===== config.mk =====
export PLATFORM = sky130hd
export DESIGN_NAME = mem_bridge
export DESIGN_NICKNAME = d
export VERILOG_FILES = /design/src/rtl/mem_bridge.sv
export SDC_FILE = /design/constraint.sdc
export NUM_CORES = 2
export LEC_CHECK = 0
export CAP_MARGIN = 25
export CORE_MARGIN = 2
export CORE_UTILIZATION = 44
export DETAILED_ROUTE_END_ITERATION = 7
export GPL_ROUTABILITY_DRIVEN = 0
export HOLD_SLACK_MARGIN = 0.12
export SETUP_SLACK_MARGIN = 0.02
export SLEW_MARGIN = 20
export SYNTH_ARGS = -nofsm -noshare
export SYNTH_HDL_FRONTEND = slang
export SYNTH_SLANG_ARGS = --single-unit

===== constraint.sdc =====
create_clock -name clock -period 48.8 [get_ports clock]
set_clock_uncertainty 0.2 [all_clocks]
set_input_delay 12.2 -clock clock [delete_from_list [all_inputs] [get_ports clock]]
set_output_delay 12.2 -clock clock [all_outputs]
set_load 0.05 [all_outputs]

===== src/rtl/mem_bridge.sv =====
// Byte-wide program/data memory for the stack-machine core: combinational reads,
// two-cycle marker/data store decoding, and a streaming load port that holds the core in reset.
module mem_bridge #(
  parameter int          ADDR_W    = 8,
  parameter int          DEPTH     = 256,
  parameter logic [7:0]  WR_MARKER = 8'hFF
) (
  input  logic              clock,
  input  logic              reset,
  input  logic              load_en,
  input  logic              load_valid,
  input  logic [7:0]        load_data,
  output logic              load_ready,
  output logic [ADDR_W-1:0] load_addr,
  output logic              cpu_reset,
  input  logic [ADDR_W-1:0] cpu_addr,
  input  logic [7:0]        cpu_wdata,
  output logic [7:0]        cpu_rdata,
  output logic              wr_strobe,
  output logic [1:0]        dbg_state   // 0 = IDLE, 1 = LOAD, 2 = ARMED
);

  // Load handshake: a byte transfers on every cycle where load_valid and load_ready are both high;
  // load_ready is high for exactly the cycles spent in LOAD and load_valid needs no hold.
  typedef enum logic [1:0] {
    ST_IDLE  = 2'd0,
    ST_LOAD  = 2'd1,
    ST_ARMED = 2'd2
  } state_e;

  state_e            state_q, state_d;
  logic [ADDR_W-1:0] load_addr_q, load_addr_d;
  logic [7:0]        mem_q [DEPTH];

  logic              load_we;
  logic              cpu_we;
  logic              mem_we;
  logic [ADDR_W-1:0] mem_waddr;
  logic [7:0]        mem_wdata;

  always_comb begin
    load_we   = (state_q == ST_LOAD) && load_valid && !reset;
    // A load request arriving in ARMED abandons the pending store.
    cpu_we    = (state_q == ST_ARMED) && !load_en && !reset;
    mem_we    = load_we || cpu_we;
    mem_waddr = load_we ? load_addr_q : cpu_addr;
    mem_wdata = load_we ? load_data : cpu_wdata;
  end

  always_comb begin
    state_d     = state_q;
    load_addr_d = load_addr_q;
    if (load_we) begin
      load_addr_d = load_addr_q + {{(ADDR_W-1){1'b0}}, 1'b1};
    end
    if (reset) begin
      state_d     = ST_IDLE;
      load_addr_d = '0;
    end else if (load_en) begin
      state_d = ST_LOAD;
      if (state_q != ST_LOAD) begin
        load_addr_d = '0;
      end
    end else begin
      case (state_q)
        ST_LOAD:  state_d = ST_IDLE;
        ST_IDLE:  state_d = (cpu_wdata == WR_MARKER) ? ST_ARMED : ST_IDLE;
        ST_ARMED: state_d = ST_IDLE;
        default:  state_d = ST_IDLE;
      endcase
    end
  end

  always_ff @(posedge clock) begin
    if (reset) begin
      state_q     <= ST_IDLE;
      load_addr_q <= '0;
    end else begin
      state_q     <= state_d;
      load_addr_q <= load_addr_d;
    end
  end

  // Memory contents deliberately survive reset so a loaded program outlives a core restart.
  always_ff @(posedge clock) begin
    if (mem_we) begin
      mem_q[mem_waddr] <= mem_wdata;
    end
  end

  always_comb begin
    load_ready = (state_q == ST_LOAD);
    load_addr  = load_addr_q;
    cpu_reset  = reset || (state_q == ST_LOAD);
    cpu_rdata  = (state_q == ST_LOAD) ? 8'h00 : mem_q[cpu_addr];
    wr_strobe  = cpu_we;
    dbg_state  = state_q;
  end

endmodule

==> impl_metrics.toml <==
[final_layout]
drive_above_1_share_pct = 20.22
syn_to_final_growth_pct = 11.75
instances_no_fill = 6715
fill_cells = 14717
utilization_pct = 49.45
fin_nets = 4102

[critical_path]
crit_fanout = 90
reg2reg_depth = 8
endpoint = "cpu_rdata[5]"
crit_path_start_kind = "primary input"
worstSetupPathType = "primary input to output port"
timing.rr.end = "mem_q[227][6]"
arrival_ns = 19.67
cp-end-kind = "output port"
crit_path_start = "cpu_addr[0]"
required_ns = 36.40
worstReg2RegStart = "dbg_state[1]"
rrSetupSlack_ns = 43.80

[power]
ir_drop_uv = 34.61
seqPwrFrac_pct = 53.4
p_clk_share_pct = 41.4
combPwrFrac_pct = 5.2
switchingPower_uw = 807.8
finalPower_uw = 3660
p_leak_uw = 0.02808
switching_share_pct = 22.07
p_int_uw = 2852
powerDensity_nw_per_um2 = 40.47

[synthesis]
synth_top_area_share_pct = 75.99
synthAdderAreaFrac_pct = 0.01546
yosys_warnings = 0
synth_area_per_cell_um2 = 20.58
yosys.area_share.xor_xnor_pct = 0.07575
synth.top_cells.by_count = "edfxtp_1 (2048), mux4_2 (424), nor2_1 (317)"
yosysTopAreaCell = "edfxtp_1"
yosys-top-cells-area = "edfxtp_1 (76%), mux4_2 (12%), mux2i_1 (3.0%)"
syn_inst = 3932
synth-simple-area-share_pct = 3.169
synth_flop_cell = "edfxtp_1"
seq_area_frac_synth_pct = 76.24
syn-num-nets = 3961
synth_top_family_by_area = "multiplexers"
synth_edf_count = 2048
synth.distinct_cells = 68
synth_compound_area_share_pct = 2.988
ys_async_sr_fraction_pct = 0
synth_mux_area_share_pct = 15.41
synth_seq_cells = 2058
synthMostInstantiatedCell = "edfxtp_1"
synth_area_um2 = 80930

[global_routing]
grt_overflow = 0
grt_util_met3_pct = 4.988
grt_pass1_vias = 39708
grt_antenna_before_repair = 12
use_met2_pct = 36.10
use_met1_pct = 32.17
grt_max_degree = 193
gr-max-usage-layer = "met2"
track_usage_pct = 22.91
grt_pass1_wl_um = 304100

[clock_tree]
cts_buffer_depth = 3
cts_max_level = 4
cts_sinks = 2058
path_clk_slew_ns = 0.06
cts_made_buffers = 202
cts-root-buf = "clkbuf_16"
cts_tree = "done"
clock_latency_ns = 0.85
cts_resized = 0
cts_hold_buf = 0
cts_setup_buffers = 0

[worst_hold_path]
hold_path_depth = 1
hold_class = "register to register"

[die]
die_area_um2 = 187400
start_util_pct = 44.25
die_y_um = 432.9
die_w_um = 432.9
core_um2 = 182900
std_cell_rows = 157
ioPinCount = 49

[sta]
max_freq_ghz = 0.03118
hold_viol_final = 0
setup_tns_ns = 0
worstMarginPinSlew_ns = 1.248
maxSlewHeadroom_pct = 16.79
period_minus_slack_ns = 32.07
maxSlewViolCount = 0
rsz0062_at_grt = "false"
setup_viol = 0
period_share_pct = 65.71
setup_slack_ns = 16.73

[routing]
vias = 40352
routed_via_density = 6.009
dr.pass1.iters = 6
ant_nets = 0
wl_um = 214100
drt_iter0_drc = 4980
wire_per_inst_um = 31.88
drcViolationCount = 0

[placement]
dp_slack_ns = 16.43
dp_hpwl_um = 130500
port_buffers = 48
place_inst = 6314

[status]
status = "finished clean"

[run]
drv_cap = 0
-- worst min path at each step --
| stage | from | slack [ns] | to |
|---|---|---|---|
| after detailed placement | dbg_state[1] | 0.29 | dbg_state[1] |
| final | dbg_state[1] | 0.30 | dbg_state[1] |
| after CTS | dbg_state[1] | 0.30 | dbg_state[1] |
| after floorplan | load_addr[1] | 0.53 | load_addr[1] |
| after global routing | dbg_state[1] | 0.32 | dbg_state[1] |
| after global placement | dbg_state[1] | 0.29 | dbg_state[1] |
-- flip-flops by register name, indices dropped and copies added (netlist names) --
| name | cells |
|---|---|
| dbg_state | 2 |
| mem_q | 2048 |
| load_addr | 8 |
-- kinds of logic (layout without fill, tap and decap cells) --
group | Yosys count | after routing
compound gates | 342 | 342
xor+xnor | 7 | 7
fa+ha+maj | 1 | 1
buf+inv | 238 | 554
flops | 2058 | 2058
mux | 689 | 689
other cells | 0 | 3
simple gates | 597 | 597
-- layout make-up --
| cell class | instances | area (µm²) | share of cell area, % |
|---|---|---|---|
| sequential | 2058 | 61700 | 68.22 |
| clock buffer | 255 | 5318 | 5.880 |
| antenna | 3 | 7.507 | 0.008301 |
| timing repair buffer | 169 | 1577 | 1.743 |
| clock inverter | 124 | 1071 | 1.184 |
| multi-input combinational | 1636 | 17660 | 19.53 |
| inverter | 6 | 27.53 | 0.03044 |
| tap | 2464 | 3083 | 3.409 |
-- placed cells by master (no fill, tap or decap), drive strengths merged, types with 7 or more instances in the layout --
| cell type | Yosys | layout |
|---|---|---|
| mux2 | 9 | 9 |
| o221ai | 94 | 94 |
| edfxtp | 2048 | 2048 |
| buf | 149 | 125 |
| or3 | 9 | 9 |
| clkinv | 1 | 103 |
| and3 | 8 | 8 |
| nand4 | 11 | 11 |
| nand3b | 13 | 13 |
| nor2 | 317 | 317 |
| inv | 5 | 12 |
| bufinv | 0 | 12 |
| o21ai | 54 | 54 |
| a221oi | 9 | 9 |
| mux4 | 440 | 440 |
| dfxtp | 10 | 10 |
| clkbuf | 82 | 255 |
| o31ai | 10 | 10 |
| o22ai | 57 | 57 |
| nand2 | 129 | 129 |
| clkdlybuf4s50 | 0 | 44 |
| nand3 | 44 | 44 |
| nand2b | 7 | 7 |
| mux2i | 240 | 240 |
| a21oi | 50 | 50 |
| a22oi | 11 | 11 |
| a211oi | 17 | 17 |
| nor3 | 31 | 31 |
| a31oi | 11 | 11 |
-- worst max-delay path, stage by stage --
cell             delay (ns)
buf_8                  0.59
buf_4                  0.76
buf_4                  0.78
buf_12                 0.60
buf_4                  0.88
buf_4                  0.84
mux2i_1                0.20
o221ai_1               0.35
o22a_1                 0.24
nor2_1                 0.04
a21oi_1                0.39
o211ai_1               0.16
o2bb2ai_1              0.51
clkdlybuf4s50_1        0.92
-- through the flow --
stage	hold slack, ns	cell area, µm²
after floorplan	0.5308	80930
after detailed placement	0.2857	83870
final	0.3036	90440
after CTS	0.2984	90260
after global placement	0.2851	83640
after global routing	0.3234	90440
-- per-layer routing --
| layer | wire length, µm | up-vias |
|---|---|---|
| met4 | 6348 | 6 |
| met2 | 102400 | 1756 |
| li1 | - | 16654 |
| met3 | 17770 | 300 |
| met1 | 87530 | 21636 |
| met5 | 41 | - |
-- power by group through the flow --
stage / logic (µW) / clock network, µW / registers (µW)
floorplan: 119 / 0 / 2000
global placement: 190 / 0 / 1990
detailed placement: 192 / 0 / 1990
CTS: 193 / 1530 / 1950
global route: 202 / 1600 / 1950
finish: 192 / 1510 / 1950
(Power assumes the default switching activity.)
